--- src/rtl/alarm_ctrl.sv ---
// rtl/alarm_ctrl.sv - alarm edit/arm/ring sequencer with auto-stop and optional snooze
// Optional feature macro: ALARM_SNOOZE_EN builds the SNOOZE state and snooze counter.
module alarm_ctrl #(
   parameter int unsigned RING_SECS  = 60,
   parameter int unsigned SNOOZE_MIN = 5
) (
   input  logic       clk,
   input  logic       reset_,
   input  logic       tick_1s_i,
   input  logic       btn_set_i,
   input  logic       btn_inc_i,
   input  logic       btn_stop_i,
   input  logic       btn_snooze_i,
   input  logic [3:0] tim_d3_i,
   input  logic [3:0] tim_d2_i,
   input  logic [3:0] tim_d1_i,
   input  logic [3:0] tim_d0_i,
   input  logic [3:0] alm_d3_i,
   input  logic [3:0] alm_d2_i,
   input  logic [3:0] alm_d1_i,
   input  logic [3:0] alm_d0_i,
   output logic [3:0] set_d3_o,
   output logic [3:0] set_d2_o,
   output logic [3:0] set_d1_o,
   output logic [3:0] set_d0_o,
   output logic       ld_o,
   output logic       buzzer_o,
   output logic [2:0] state_o
);

   typedef enum logic [2:0] {
      S_IDLE   = 3'd0,
      S_EDIT_H = 3'd1,
      S_EDIT_M = 3'd2,
      S_ARMED  = 3'd3,
      S_RING   = 3'd4,
      S_SNOOZE = 3'd5
   } state_t;

   localparam logic [7:0] RING_LAST = 8'(RING_SECS - 1);

   state_t     state_q, state_d;
   logic [3:0] hr_t_q, hr_t_d, hr_u_q, hr_u_d;
   logic [3:0] mn_t_q, mn_t_d, mn_u_q, mn_u_d;
   logic [3:0] hr_inc_t, hr_inc_u, mn_inc_t, mn_inc_u;
   logic       match, match_q, match_d;
   logic       ld_q, ld_d, ld_dly_q;
   logic       buzzer_q, buzzer_d;
   logic [7:0] ring_cnt_q, ring_cnt_d;
   logic       ring_done;
   logic       entering;

`ifdef ALARM_SNOOZE_EN
   localparam logic [11:0] SNZ_LAST = 12'(SNOOZE_MIN * 60 - 1);
   logic [11:0] snz_cnt_q, snz_cnt_d;
   logic        snz_done;
`else
   localparam int unsigned SNZ_TICKS_UNUSED = SNOOZE_MIN * 60;
   logic snooze_btn_unused;
   assign snooze_btn_unused = btn_snooze_i;
`endif

   assign match = (tim_d3_i == alm_d3_i) && (tim_d2_i == alm_d2_i) &&
                  (tim_d1_i == alm_d1_i) && (tim_d0_i == alm_d0_i);

   // BCD increment with 23:xx and xx:59 wrap to zero
   always_comb begin
      hr_inc_t = hr_t_q;
      hr_inc_u = hr_u_q + 4'd1;
      if (hr_t_q == 4'd2 && hr_u_q == 4'd3) begin
         hr_inc_t = 4'd0;
         hr_inc_u = 4'd0;
      end else if (hr_u_q == 4'd9) begin
         hr_inc_t = hr_t_q + 4'd1;
         hr_inc_u = 4'd0;
      end
      mn_inc_t = mn_t_q;
      mn_inc_u = mn_u_q + 4'd1;
      if (mn_t_q == 4'd5 && mn_u_q == 4'd9) begin
         mn_inc_t = 4'd0;
         mn_inc_u = 4'd0;
      end else if (mn_u_q == 4'd9) begin
         mn_inc_t = mn_t_q + 4'd1;
         mn_inc_u = 4'd0;
      end
   end

   always_comb begin
      state_d   = state_q;
      hr_t_d    = hr_t_q;
      hr_u_d    = hr_u_q;
      mn_t_d    = mn_t_q;
      mn_u_d    = mn_u_q;
      ring_done = tick_1s_i && (ring_cnt_q == RING_LAST);
`ifdef ALARM_SNOOZE_EN
      snz_done  = tick_1s_i && (snz_cnt_q == SNZ_LAST);
`endif
      case (state_q)
         S_IDLE: begin
            if (btn_set_i) state_d = S_EDIT_H;
         end
         S_EDIT_H: begin
            if (btn_stop_i)     state_d = S_IDLE;
            else if (btn_set_i) state_d = S_EDIT_M;
            else if (btn_inc_i) begin
               hr_t_d = hr_inc_t;
               hr_u_d = hr_inc_u;
            end
         end
         S_EDIT_M: begin
            if (btn_stop_i)     state_d = S_IDLE;
            else if (btn_set_i) state_d = S_ARMED;
            else if (btn_inc_i) begin
               mn_t_d = mn_inc_t;
               mn_u_d = mn_inc_u;
            end
         end
         S_ARMED: begin
            if (btn_stop_i)               state_d = S_IDLE;
            else if (match && !match_q)   state_d = S_RING;
            else if (btn_set_i)           state_d = S_EDIT_H;
         end
         S_RING: begin
            if (btn_stop_i)        state_d = S_ARMED;
`ifdef ALARM_SNOOZE_EN
            else if (btn_snooze_i) state_d = S_SNOOZE;
`endif
            else if (ring_done)    state_d = S_ARMED;
         end
`ifdef ALARM_SNOOZE_EN
         S_SNOOZE: begin
            if (btn_stop_i)    state_d = S_ARMED;
            else if (snz_done) state_d = S_RING;
         end
`endif
         default: state_d = S_IDLE;
      endcase

      entering = (state_d != state_q);

      ring_cnt_d = ring_cnt_q;
      if (entering)                           ring_cnt_d = 8'd0;
      else if (state_q == S_RING && tick_1s_i) ring_cnt_d = ring_cnt_q + 8'd1;
`ifdef ALARM_SNOOZE_EN
      snz_cnt_d = snz_cnt_q;
      if (entering)                             snz_cnt_d = 12'd0;
      else if (state_q == S_SNOOZE && tick_1s_i) snz_cnt_d = snz_cnt_q + 12'd1;
`endif

      // Storage output is zero during the first loaded cycle, so the edge detector is held off then too
      match_d = match;
      if (entering && state_d == S_ARMED)      match_d = 1'b1;
      else if (state_q == S_ARMED && !ld_dly_q) match_d = 1'b1;

      ld_d     = (state_d == S_ARMED) || (state_d == S_RING) || (state_d == S_SNOOZE);
      buzzer_d = (state_d == S_RING);
   end

   always_ff @(posedge clk or negedge reset_) begin
      if (!reset_) begin
         state_q    <= S_IDLE;
         hr_t_q     <= 4'd0;
         hr_u_q     <= 4'd0;
         mn_t_q     <= 4'd0;
         mn_u_q     <= 4'd0;
         match_q    <= 1'b1;
         ld_q       <= 1'b0;
         ld_dly_q   <= 1'b0;
         buzzer_q   <= 1'b0;
         ring_cnt_q <= 8'd0;
      end else begin
         state_q    <= state_d;
         hr_t_q     <= hr_t_d;
         hr_u_q     <= hr_u_d;
         mn_t_q     <= mn_t_d;
         mn_u_q     <= mn_u_d;
         match_q    <= match_d;
         ld_q       <= ld_d;
         ld_dly_q   <= ld_q;
         buzzer_q   <= buzzer_d;
         ring_cnt_q <= ring_cnt_d;
      end
   end

`ifdef ALARM_SNOOZE_EN
   always_ff @(posedge clk or negedge reset_) begin
      if (!reset_) snz_cnt_q <= 12'd0;
      else         snz_cnt_q <= snz_cnt_d;
   end
`endif

   assign set_d3_o = hr_t_q;
   assign set_d2_o = hr_u_q;
   assign set_d1_o = mn_t_q;
   assign set_d0_o = mn_u_q;
   assign ld_o     = ld_q;
   assign buzzer_o = buzzer_q;
   assign state_o  = state_q;

endmodule

--- config.mk ---
export PLATFORM = sky130hd
export DESIGN_NAME = alarm_ctrl
export DESIGN_NICKNAME = d
export VERILOG_FILES = /design/src/rtl/alarm_ctrl.sv
export SDC_FILE = /design/constraint.sdc
export NUM_CORES = 1
export LEC_CHECK = 0
export ABC_AREA = 1
export ABC_CLOCK_PERIOD_IN_PS = 2300
export BUFFER_PORTS_ARGS = -buffer_cell sky130_fd_sc_hd__buf_2
export CAP_MARGIN = 20
export CORE_ASPECT_RATIO = 0.8
export CORE_MARGIN = 3
export CORE_UTILIZATION = 37
export DETAILED_ROUTE_END_ITERATION = 6
export SYNTH_ARGS = -nofsm -noshare
export SYNTH_HDL_FRONTEND = slang
export SYNTH_SLANG_ARGS = --single-unit
--- constraint.sdc ---
create_clock -name clk -period 2.3 [get_ports clk]
set_clock_uncertainty 0.15 [all_clocks]
set_input_delay 0.345 -clock clk [delete_from_list [all_inputs] [get_ports clk]]
set_output_delay 0.345 -clock clk [all_outputs]
set_load 0.005 [all_outputs]
== Word-level counts from Yosys, hierarchy flattened ==
Index checks and enable logic that the tools add are counted.
Storage, ports and cells
  word-level logic and storage cells: 79
  latch bits: 0
  memory bits (read-only): 0
  register bits: 31
  bits in writable memories: 0
  input port bits: 39
  memories kept: 0
  output and inout bits: 21
Cells by class
  equality and inequality tests: 18
  add/sub/neg operators: 5
  bitwise logic cells: 2
  divide/modulo/power cells: 0
  muxes and demuxes: 22
  reductions and logical operators: 22
  multipliers: 0
  $lt $le $gt $ge: 0
  shift-type cells: 0
Operators with widths (count)
  4-bit two-way mux: 8
  3-bit two-way mux: 9
  4-bit by 1-bit adder with 4-bit output (second input constant): 4
  4-bit equality test: 4
  8-bit two-way mux: 2
  3-bit case mux with 5 select lines: 1
  1-bit logical AND: 10
  5-bit AND reduction: 2
  3-bit by 2-bit equality test with 1-bit output (second input constant): 3
  3-bit equality test (second input constant): 3
  8-bit by 1-bit adder with 8-bit output (second input constant): 1
  4-bit by 2-bit equality test with 1-bit output (second input constant): 2
  4-bit equality test (second input constant): 2
  8-bit by 6-bit equality test with 1-bit output (second input constant): 1
  4-bit AND reduction: 2
  2-bit nonzero test: 3
  4-bit by 3-bit equality test with 1-bit output (second input constant): 1
  3-bit by 1-bit equality test with 1-bit output (second input constant): 1
  3-bit logical NOT: 1
  3-bit != test: 1
  1-bit logical NOT: 2
  1-bit logical OR: 2
  1-bit two-way mux: 2
  1-bit inverter: 2

== Logic depth before layout (Yosys ltp) ==
  depth after elaboration: 11
  mapped depth: 15
  depth with buffers taken out: 15

== Worst setup path before layout ==
OpenSTA, ideal clock, no wires.
  path type: register -> register
  from: register ring_cnt_q[0]
  to: register ring_cnt_q[0]
  arrival: 1.465 ns
  library setup time: 0.120 ns
  slack: 0.565 ns
  path buffers: 0
  cell stages (with the launch flop): 11
  required time: 2.030 ns
  period minus slack after synthesis: 1.735 ns
  path through: dfrtp_1 ha_1 nor3b_2 nand4_1 a21oi_2 nor3_1 nand2_2 nand2_1 nand2_1 nand2_2 nor2_1
On the way
  cells in the longest elaborated chain, start to end: 7
  elaborated cells on any way between the ends: 10
  classes of those cells: add/sub (1); eq/ne (2); mux (5); reduce/logical (2)
Ends and longest elaborated chain
  start, declared: line 49  | logic [7:0] ring_cnt_q, ring_cnt_d;
  start signal, assigned: line 181  | ring_cnt_q <= ring_cnt_d;
  8-bit by 6-bit equality test with 1-bit output *: line 94  | ring_done = tick_1s_i && (ring_cnt_q == RING_LAST);
  1-bit logical AND *: line 94
  3-bit two-way mux *: line 128  | else if (ring_done) state_d = S_ARMED;
  3-bit two-way mux *: line 124  | if (btn_stop_i) state_d = S_ARMED;
  3-bit case mux with 5 select lines *: line 98  | case (state_q)
  named net state_d[0]: line 42  | state_t state_q, state_d;
  3-bit != test *: line 139  | entering = (state_d != state_q);
  8-bit two-way mux or 2-bit nonzero test (tied branches)
Mark *: on every way through the listed nets, which the timed path passes. The rest lies on a longest branch. The select of a mux whose other input is x is not followed.
A chain may end at the register's enable or synchronous reset.

== Worst setup path in the final report ==
  from: register ring_cnt_q[0]
  to: register ring_cnt_q[6]
The elaborated chain is that of the path after synthesis.

==> results.env <==
DETAIL-ROUTE-ANTENNA-NETS=0
FIN_CRIT_SHARE_PCT=85.3
SYNTH_FF_TYPE='dfrtp_1'
WORSTPATHREQUIRED_NS=2.31
CORE_AREA_UM2=5120
COMB_POWER_SHARE_PCT=26.7
HOLDCRITPATHCLASS='flop to flop'
DRT_ITER0_MARKERS=77
REPORT.FINAL.SETUP_VIOL=0
CLKLATENCYLATEPIN_NS=0.28
HORIZONTAL_EXTENT_OF_THE_DIE_UM=88.3
REG2REG_SLACK_NS=0.34
PLACEMENT.CELL_AREA_UM2=2370
CTS_ROOT_BUFFER='clkbuf_8'
FRACTION_OF_LAYOUT_CELLS_WITH_A_SIZE_SUFFIX_ABOVE_1_PCT=23.8
FP.DIEAREA_UM2=6350
HP-START='ld_o$_DFF_PN0_'
R2R.WORST_PATH.CELLS=10
CTS_POST_SETUP_BUFFERS_INSERTED=0
REG2REG_TO='ring_cnt_q[6]$_DFFE_PN0P_'
GRT_FIRST_PASS_WIRELENGTH_MM=7.06
NUMBER_OF_MAXIMUM_CAPACITANCE_VIOLATIONS=0
GP_ROUTABILITY_CONGESTION=0.812
NUMCTSBUFFERS=5
COUNT_OF_BUFFERS_FROM_PORT_BUFFERING=58
GRT.TOTAL_USAGE_PCT=14.0
HTREEDEPTH=2
WORST-ENDPOINT-ARRIVAL_NS=1.97
HOLD_PATH_END='ld_dly_q$_DFF_PN0_'
POST_SYN_INSTANCES=282
WORSTSETUPENDPOINTTYPE='flop'
SYNTH_ASYNC_SR_FLOP_SHARE_PCT=100
CLK_TRANSITION_REPORTED_PATHS_NS=0.07
DRC=0
FMAX_MHz=510
SYNTH-EDFF-COUNT=0
LEAKAGE_nW=1.46
CLOCK_SINKS=31
SLEW-LIMIT-HEADROOM_PCT=54.5
MAXSLEWVIOLCOUNT=0
CRITPATHLAUNCHTYPE='flop'
FINAL_CRITICAL_PATH_SETUP_SLACK_NS=0.338
CELL_BREAKDOWN_OF_THE_CRITICAL_PATH='ha_1, nor3b_2, nand4_1, a21oi_2, nor3_1, nand2_2, nand2_1, nand2_1, nand2_2, nor2_1'
AREA_GROWTH_PCT=25.5
CTS_TREE='done'
STDCELL_AREA_UM2=2520
TIGHTESTPINTRANSITION_NS=0.683
POSTSYNTHAREAPERCELL_UM2=7.11
CELLINTERNALPOWER_mW=1.26
R2R-START='ring_cnt_q[0]$_DFFE_PN0P_'
WORST_SETUP_SLACK_POST_DPL_NS=0.339
SLOWEST_STAGE='dfrtp_1'
SYNTH_LARGEST_AREA_CELL='dfrtp_1'
GRT_START_MAX_NET_PINS=32
TIMING.CRITICAL_PATH.SLOWEST_CELL_DELAY_NS=0.41
PIN_COUNT=60
SYNTH_CELL_TYPE_COUNT=30
FINAL_NUMBER_OF_HOLD_VIOLATING_ENDPOINTS=0
ROUTE.VIAS.TOTAL=1832
CTS-ROOT-TO-SINK-BUFFERS=2
YOSYSWARNINGS=0
SYN-NUM-NETS=328
STATUS='finished, final reports clean'
DIE_Y_UM=71.9
POST_CTS_RESIZE_COUNT=0
PLACE_INST=402
POST-DP-HPWL_MM=3.24
PEAKVDDDROP_mV=0.481
ANTENNA_VIOLATIONS_BEFORE_REPAIR=0
CELL_TYPES_WITH_THE_LARGEST_AREA_SHARE_AFTER_SYNTHESIS='dfrtp_1 (37%), inv_1 (11%), nand2_1 (11%)'
DRTPASS1ITERATIONS=4
SYNTH.YOSYS.SEQ_AREA_SHARE_PCT=38.7
STD_CELL_ROWS=23
MIN_DELAY_PATH_DEPTH=0
NUMBER_OF_VIAS_PER_CELL=4.46
YS_SEQ_ELEMENTS=31
CLOCK_POWER_SHARE_PCT=34.7
FIN_CRIT_NS=1.96
SHARE_OF_THE_SYNTHESIZED_AREA_IN_THE_TOP_CELL_TYPE_PCT=37.4
NUMBER_OF_GLOBAL_ROUTE_VIAS_BEFORE_REPAIR=1691
NUM_ANTENNA_CELLS=0
CELLPOWERDENSITY_nW_PER_UM2=731
FINISH.NET_COUNT=394
SWITCHINGPOWER_mW=0.581
ROUTE.FINAL.WIRE_LENGTH_MM=4.05
SYN-CELL-AREA_UM2=2010
TIMING.SETUP.CRITICAL_PATH_CLASS='flop to flop'
WIRE_PER_INST_UM=9.85
SETUP_TNS_NS=0
INITIAL_UTILIZATION_PCT=39.2
SW_FRAC_OF_TOTAL_PCT=31.6
STARTPOINT_OF_THE_WORST_SETUP_TIMING_PATH='ring_cnt_q[0]$_DFFE_PN0P_'
SEQPWRFRAC_PCT=38.6
GLOBALROUTE.TOTALOVERFLOW=0
SYNTHTOPCELLSBYCOUNT='inv_1 (60), nand2_1 (60), nor2_1 (48), dfrtp_1 (30), nand3_1 (11)'
RSZ0062_AT_GRT='no'
HOLD_BUFFERS=1
LAYOUT.CORE_UTILIZATION_PCT=49.1
PATH_MAX_FANOUT=8
FINAL_CELL_COUNT_NO_FILL=411
## registers in the layout, summed over array words and instances (netlist names)
| register | flops |
|---|---|
| set_d0_o | 4 |
| set_d3_o | 4 |
| ring_cnt_q | 8 |
| state_o | 3 |
| set_d1_o | 4 |
| ld_dly_q | 1 |
| buzzer_o | 1 |
| set_d2_o | 4 |
| match_q | 1 |
| ld_o | 1 |
## layer usage
layer  track usage (%)  part of all wire [%]
met1              18.8                    48
met2              21.8                    46
met3              4.48                   5.4
met4              4.03                  0.49
met5                 0                     0
## metrics by stage
stage / hold slack [ns] / power, mW
3_3_place_gp: 0.205 / 1.21
2_1_floorplan: -0.101 / 1.02
5_1_grt: 0.263 / 1.99
3_5_place_dp: 0.214 / 1.22
6_report: 0.223 / 1.84
4_1_cts: 0.230 / 1.87
## layout by cell type, fill, tap and decap left out, drive strengths merged
cell type	count
ha	7
dlygate4sd3	1
o32ai	1
dfstp	1
nand4	4
mux2i	1
inv	63
xor2	8
o21a	1
o211ai	1
nand2	65
o21ai	6
and3	1
o22ai	3
a21oi	11
nor4	2
nor3	10
xnor2	3
bufinv	2
dfrtp	30
nor3b	1
nor2	51
nand3	12
clkbuf	6
buf	58
## area by class of cell
type | instances | area, um^2
inverters | 63 | 236
flip-flops and latches | 31 | 777
multi-input cells | 188 | 992
repair buffers | 59 | 300
well taps | 62 | 77.6
fillers | 521 | 2610
clock inverters | 2 | 60.1
clock buffers | 6 | 72.6
## logic make-up after synthesis
logic type      count (synthesis)  share of synthesized area, %
simple gates                  146                          32.9
buf+inv                        63                          11.8
flops                          31                          38.7
compound gates                 23                          6.55
xor+xnor                       11                          5.18
fa+ha+maj                       7                          4.37
mux                             1                         0.499
## power groups by stage
stage / sequential [mW] / clock (mW) / combinational [mW]
6_report: 0.710 / 0.638 / 0.492
2_1_floorplan: 0.718 / 0 / 0.303
4_1_cts: 0.710 / 0.657 / 0.503
3_5_place_dp: 0.719 / 0 / 0.500
5_1_grt: 0.726 / 0.690 / 0.575
3_3_place_gp: 0.720 / 0 / 0.490
## critical path, delay by kind of cell (launching register included)
kind | cells | cell delay (ns)
flops | 1 | 0.41
simple gates | 8 | 0.98
fa+ha+maj | 1 | 0.22
compound gates | 1 | 0.08
## how the worst max path moves through the flow
stage,end,cells past startpoint
floorplan,ring_cnt_q[0]$_DFFE_PN0P_,10
global placement,ring_cnt_q[6]$_DFFE_PN0P_,15
detailed placement,ring_cnt_q[7]$_DFFE_PN0P_,15
CTS,ring_cnt_q[6]$_DFFE_PN0P_,10
global route,ring_cnt_q[5]$_DFFE_PN0P_,10
finish,ring_cnt_q[6]$_DFFE_PN0P_,10
(Power assumes the default switching activity.)
